`src/rtl/rv32i_types.sv`:
```
// rv32i_types: types shared across the RV32I pipeline.
//   mau_state_t     - state encoding of the memory-access unit handshake FSM
//   load_funct3_t   - funct3 encodings of the load instructions
//   store_funct3_t  - funct3 encodings of the store instructions
//   access_misaligned() - true when a half/word access is not naturally aligned
package rv32i_types;

  typedef enum logic {MAU_IDLE, MAU_BUSY} mau_state_t;

  typedef enum logic [2:0] {
    lb  = 3'b000,
    lh  = 3'b001,
    lw  = 3'b010,
    lbu = 3'b100,
    lhu = 3'b101
  } load_funct3_t;

  typedef enum logic [2:0] {
    sb = 3'b000,
    sh = 3'b001,
    sw = 3'b010
  } store_funct3_t;

  // Loads and stores share the access size in funct3[1:0], so one check covers both.
  function automatic logic access_misaligned(input logic [2:0] funct3,
                                             input logic [1:0] offset);
    case (funct3[1:0])
      2'b01:   return offset[0];
      2'b10:   return offset != 2'b00;
      default: return 1'b0;
    endcase
  endfunction

endpackage

```
`src/rtl/mem_access_unit_load_align.sv`:
```
// load_align: combinational load-data extraction for the MEM stage.
//   rdata_i  [31:0] raw word returned by the data cache
//   offset_i [1:0]  byte offset of the access within the word
//   funct3_i [2:0]  load_funct3_t encoding (lb/lh/lw/lbu/lhu)
//   data_o   [31:0] selected lane, sign- or zero-extended to 32 bits
module load_align
  import rv32i_types::*;
(
  input  logic [31:0] rdata_i,
  input  logic [1:0]  offset_i,
  input  logic [2:0]  funct3_i,
  output logic [31:0] data_o
);

  logic [31:0] shifted;

  // Shift the addressed byte down to lane 0; the upper lanes fill with zeros, so a
  // halfword read at offset 3 naturally sees 0 in its top byte.
  always_comb begin
    shifted = rdata_i >> {offset_i, 3'b000};
    data_o  = shifted;
    case (load_funct3_t'(funct3_i))
      lb:      data_o = {{24{shifted[7]}}, shifted[7:0]};
      lbu:     data_o = {24'h000000, shifted[7:0]};
      lh:      data_o = {{16{shifted[15]}}, shifted[15:0]};
      lhu:     data_o = {16'h0000, shifted[15:0]};
      default: data_o = shifted;
    endcase
  end

endmodule

```
`src/rtl/mem_access_unit.sv`:
```
// mem_access_unit: MEM stage of the RV32I pipeline.
// Drives the data-cache request/response handshake, aligns store data, extracts
// load data, stalls the front of the pipe until the cache answers, and registers
// the result into MEM/WB.
// Optional feature macro: MAU_MISALIGN_CHK_EN (flag misaligned half/word accesses
// instead of issuing them).
// Ports:
//   clk, rst                       clock, synchronous active-high reset
//   ex_valid/ex_load/ex_store      EX/MEM slot qualifiers
//   ex_funct3, ex_addr, ex_wdata   access encoding, effective address, store data
//   ex_mbe, ex_rd                  byte enable, destination register
//   dmem_rdata, dmem_resp          cache read data and completion strobe
//   dmem_read/write/address/wdata/mbe  cache request
//   ma_stall                       freeze IF..EX/MEM this cycle
//   wb_valid, wb_rd, wb_data, wb_misalign  MEM/WB register outputs
module mem_access_unit
  import rv32i_types::*;
(
  input  logic        clk,
  input  logic        rst,
  input  logic        ex_valid,
  input  logic        ex_load,
  input  logic        ex_store,
  input  logic [2:0]  ex_funct3,
  input  logic [31:0] ex_addr,
  input  logic [31:0] ex_wdata,
  input  logic [3:0]  ex_mbe,
  input  logic [4:0]  ex_rd,
  input  logic [31:0] dmem_rdata,
  input  logic        dmem_resp,
  output logic        dmem_read,
  output logic        dmem_write,
  output logic [31:0] dmem_address,
  output logic [31:0] dmem_wdata,
  output logic [3:0]  dmem_mbe,
  output logic        ma_stall,
  output logic        wb_valid,
  output logic [4:0]  wb_rd,
  output logic [31:0] wb_data,
  output logic        wb_misalign
);

  mau_state_t  state_q, state_d;
  logic        wb_valid_q;
  logic [4:0]  wb_rd_q;
  logic [31:0] wb_data_q, wb_data_d;
  logic        wb_misalign_q;

  logic        mem_op;
  logic        misalign;
  logic        req;
  logic [31:0] store_data;
  logic [31:0] load_data;

  assign mem_op = ex_valid & (ex_load | ex_store);

`ifdef MAU_MISALIGN_CHK_EN
  assign misalign = mem_op & access_misaligned(ex_funct3, ex_addr[1:0]);
`else
  assign misalign = 1'b0;
`endif

  // A misaligned access is retired without touching the cache; reset silences any request.
  assign req = mem_op & ~misalign & ~rst;

  // Replicate the store value across every lane it could land in; the byte enable
  // picks the lane, so no shift by the offset is needed.
  always_comb begin
    store_data = ex_wdata;
    case (store_funct3_t'(ex_funct3))
      sb:      store_data = {4{ex_wdata[7:0]}};
      sh:      store_data = {2{ex_wdata[15:0]}};
      default: store_data = ex_wdata;
    endcase
  end

  load_align u_load_align (
    .rdata_i  (dmem_rdata),
    .offset_i (ex_addr[1:0]),
    .funct3_i (ex_funct3),
    .data_o   (load_data)
  );

  // FSM state register.
  always_ff @(posedge clk) begin
    if (rst) state_q <= MAU_IDLE;
    else     state_q <= state_d;
  end

  // Request outputs follow the held EX/MEM inputs, so they stay stable through BUSY
  // without re-latching. The FSM only tracks whether a request is outstanding.
  always_comb begin
    state_d      = state_q;
    dmem_read    = 1'b0;
    dmem_write   = 1'b0;
    dmem_address = 32'h0;
    dmem_wdata   = 32'h0;
    dmem_mbe     = 4'h0;
    ma_stall     = req & ~dmem_resp;
    if (req) begin
      dmem_read    = ex_load;
      dmem_write   = ex_store;
      dmem_address = {ex_addr[31:2], 2'b00};
      dmem_wdata   = store_data;
      dmem_mbe     = ex_mbe;
    end
    case (state_q)
      MAU_IDLE: if (req && !dmem_resp) state_d = MAU_BUSY;
      MAU_BUSY: if (dmem_resp || !req) state_d = MAU_IDLE;
      default:  state_d = MAU_IDLE;
    endcase
  end

  // Writeback value: zero for a flagged misaligned access, loaded data for loads,
  // otherwise the ALU result carried in ex_addr.
  always_comb begin
    wb_data_d = ex_addr;
    if (misalign)     wb_data_d = 32'h0;
    else if (ex_load) wb_data_d = load_data;
  end

  // MEM/WB register: advances on every non-stalled cycle and simply holds while stalled.
  always_ff @(posedge clk) begin
    if (rst) begin
      wb_valid_q    <= 1'b0;
      wb_rd_q       <= 5'd0;
      wb_data_q     <= 32'h0;
      wb_misalign_q <= 1'b0;
    end else if (!ma_stall) begin
      wb_valid_q    <= ex_valid;
      wb_rd_q       <= ex_rd;
      wb_data_q     <= wb_data_d;
      wb_misalign_q <= misalign;
    end
  end

  assign wb_valid    = wb_valid_q;
  assign wb_rd       = wb_rd_q;
  assign wb_data     = wb_data_q;
  assign wb_misalign = wb_misalign_q;

endmodule
```
`config.mk`:
```
export PLATFORM = sky130hd
export DESIGN_NAME = mem_access_unit
export DESIGN_NICKNAME = d
export VERILOG_FILES = /design/src/rtl/rv32i_types.sv /design/src/rtl/mem_access_unit_load_align.sv /design/src/rtl/mem_access_unit.sv
export SDC_FILE = /design/constraint.sdc
export NUM_CORES = 1
export LEC_CHECK = 0
export ABC_AREA = 1
export CORE_ASPECT_RATIO = 0.6
export CORE_MARGIN = 2
export CORE_UTILIZATION = 35
export CTS_CLUSTER_SIZE = 8
export DETAILED_ROUTE_END_ITERATION = 8
export HOLD_SLACK_MARGIN = 0.12
export PLACE_DENSITY = 0.82
export SYNTH_ARGS = -nofsm -noshare
export SYNTH_HDL_FRONTEND = slang
export SYNTH_SLANG_ARGS = --single-unit
```
`constraint.sdc`:
```
create_clock -name clk -period 1.75 [get_ports clk]
set_clock_uncertainty 0.15 [all_clocks]
set_input_delay 0.35 -clock clk [delete_from_list [all_inputs] [get_ports clk]]
set_output_delay 0.35 -clock clk [all_outputs]
set_load 0.01 [all_outputs]
```
==> results_dict.tcl <==
set metrics [dict create \
    status "complete, but fails checks" \
    violations "negative setup slack" \
    clkLatencyLatePin_ps 290 \
    synth_cells 550 \
    max_stage_delay_ps 490 \
    hpwl_um 11200 \
    clk_pin_slew_worst_paths_ps 60 \
    dieWidth_um 124 \
    final_max_slew_viol_count 0 \
    cp_max_fo 3 \
    dieArea_um2 9460 \
    timing.hold.ws_ps 230 \
    hold_buffers 0 \
    drt_pass1_iterations 6 \
    drt_wl_total_um 22800 \
    ys.flop_type "dfxtp_1" \
    synth_edf_count 0 \
    yosysMostFrequentCell "nand2_1" \
    grt_use_total_pct 36.6 \
    grt_pass1_wl_um 27600 \
    ctsHtreeMaxLevel 2 \
    stdcell_area_um2 7340 \
    yosys-top-cells-area "dfxtp_1 (25%), nand2_1 (18%), nor2_1 (13%)" \
    max-vdd-ir-drop_uv 428 \
    synth-async-reset-ratio_pct 0 \
    path_cells "clkdlybuf4s50_1 > inv_1 > o211ai_1 > nand2_1 > nor2_1 > buf_2" \
    cts-root-buf "clkbuf_16" \
    crit_type "primary input to primary output" \
    setup_slack_ps -367 \
    cts_buffers 5 \
    grt_pass1_vias 5231 \
    syn-cell-area_um2 3040 \
    arrival_ps 1620 \
    drt_iter0_markers 823 \
    fill_cells 384 \
    p_total_mw 3.85 \
    fmax_mhz 472 \
    min_path_type "primary input to register" \
    ys_ff_latch 38 \
    post_drt_wl_per_cell_um 23.4 \
    synth_seq_area_share_pct 25.1 \
    hold_viol 0 \
    cts_tree "done" \
    vias 5893 \
    avgViaCountPerCell 6.05 \
    synth_common_cells "nand2_1 (144), nor2_1 (104), inv_1 (62), o21ai_0 (42)" \
    io_buffers 220 \
    grt.overflow.total 0 \
    period_needed_ps 2120 \
    fp.dieH_um 76.2 \
    grt_max_degree 70 \
    cts_max_path_buffers 2 \
    core_area_um2 8460 \
    start_kind "primary input" \
    crit_slowest_cell "clkdlybuf4s50_1" \
    yosysTopAreaCell "dfxtp_1" \
    placed_cell_area_um2 5830 \
    clkSinkCount 38 \
    detail-route-antenna-nets 0 \
    yosysTopAreaCellShare_pct 25.1 \
    place_congestion 0.925 \
    power.leakage_nw 3.49 \
    p_per_area_nw_per_um2 524 \
    rows 26 \
    start_util_pct 35.9 \
    endpoint_kind "primary output" \
    min_period_over_period_pct 121 \
    antenna_found_initial 0 \
    diodes 0 \
    syn2layout_area_growth_pct 142 \
    cap_violations 0 \
    rsz0062_at_grt "yes" \
    io_pins 224 \
    required_ps 1250 \
    drive_gt1_share_pct 40.0 \
    drc 0 \
    syn_avg_cell_area_um2 5.52 \
    finalSetupViolations 96 \
    yosys_warnings 0 \
    synth_cell_type_count 26 \
    finalNetCount 975 \
]
[kinds of logic (layout without fill, tap and decap cells)]
group	count (synthesis)	after routing	synth area share (%)
AO/OA/AOI/OAI	115	115	22.1
other	1	3	0.123
AND/OR/NAND/NOR	291	291	38.2
buffers and inverters	105	415	14.5
flip-flops	38	38	25.1
[routing by layer]
layer | up-vias | routed length (um) | track usage [%] | part of all wire (%)
met5 | - | 0 | 0 | 0
met4 | 0 | 2330 | 20.1 | 10
met3 | 243 | 3110 | 10.7 | 14
met2 | 643 | 9800 | 61.3 | 43
met1 | 2634 | 7580 | 42.4 | 33
li1 | 2373 | - | - | -
[power breakdown]
group,total [mW],leakage [nW],internal (mW),switching (mW)
Combinational,1.80,3.09,0.890,0.912
Clock,1.06,0.0781,0.675,0.388
Sequential,0.984,0.316,0.937,0.0476
[critical path, delay by kind of cell]
kind                   cells  cell delay, ps
buffers and inverters      3             770
AOI/OAI and AO/OA          1             220
and+or+nand+nor            2             280
[cell usage in the layout (no fill, tap or decap), types with 5 or more instances in the layout]
| cell | Yosys | routed |
|---|---|---|
| clkdlybuf4s50_1 | 0 | 138 |
| nand2_1 | 144 | 123 |
| buf_4 | 4 | 75 |
| buf_6 | 2 | 61 |
| inv_1 | 62 | 50 |
| nor2_1 | 104 | 50 |
| nor2_4 | 0 | 44 |
| dfxtp_1 | 38 | 38 |
| o21ai_0 | 42 | 35 |
| buf_2 | 13 | 29 |
| nand3_1 | 38 | 18 |
| nand3_2 | 1 | 16 |
| a21oi_2 | 0 | 16 |
| nand2_2 | 1 | 15 |
| buf_12 | 0 | 15 |
| a21oi_1 | 29 | 13 |
| o21ai_1 | 6 | 13 |
| nor2_2 | 1 | 11 |
| o211ai_1 | 9 | 9 |
| inv_2 | 5 | 8 |
| a211oi_2 | 0 | 8 |
| nand2_4 | 1 | 7 |
| a31oi_1 | 7 | 7 |
| clkbuf_16 | 0 | 7 |
| inv_4 | 0 | 6 |
| o21a_1 | 6 | 6 |
| a22oi_1 | 6 | 6 |
| buf_16 | 0 | 6 |
| buf_8 | 0 | 6 |
| nand3_4 | 0 | 5 |
| dlymetal6s2s_1 | 0 | 5 |
[flip-flops by register name, indices dropped and copies added (netlist names)]
signal    flops
wb_data      32
wb_valid      1
wb_rd         5
[final cells by class]
cell class	instances	area [um2]	share of cell area, %
Timing Repair Buffer	340	3460	47.1
Multi-Input combinational cell	409	2530	34.5
Sequential cell	38	761	10.4
Inverter	67	284	3.87
Tap cell	112	140	1.91
Clock buffer	7	133	1.81
Clock inverter	1	30.0	0.409
[final timing paths]
kind,start,end,slack (ps),cells past startpoint
setup / recovery,ex_wdata[2],dmem_wdata[10],-370,6
hold / removal,rst,wb_rd[3]$_SDFFE_PP0N_,230,3
setup reg to reg,wb_data[26]$_SDFFE_PP0N_,wb_data[26]$_SDFFE_PP0N_,740,2
hold reg to reg,wb_rd[1]$_SDFFE_PP0N_,wb_rd[1]$_SDFFE_PP0N_,330,2
[stage by stage]
step	util [%]	TNS (ps)	setup slack [ps]	instances
3_3_place_gp	68.9	-71700	-935	914
3_5_place_dp	68.9	-75200	-1070	914
4_1_cts	77.2	-6840	-252	965
5_1_grt	86.8	-15750	-413	974
6_report	86.8	-13820	-367	974
2_1_floorplan	-	-11.9	-5.95	552
[timing repair]
item,4_1_cts,5_1_grt
cloned,12,2
setup endpoints to repair,107,103
pin swaps,30,55
gates resized for setup,397,208
setup buffers,33,19
(Power assumes the default switching activity.)
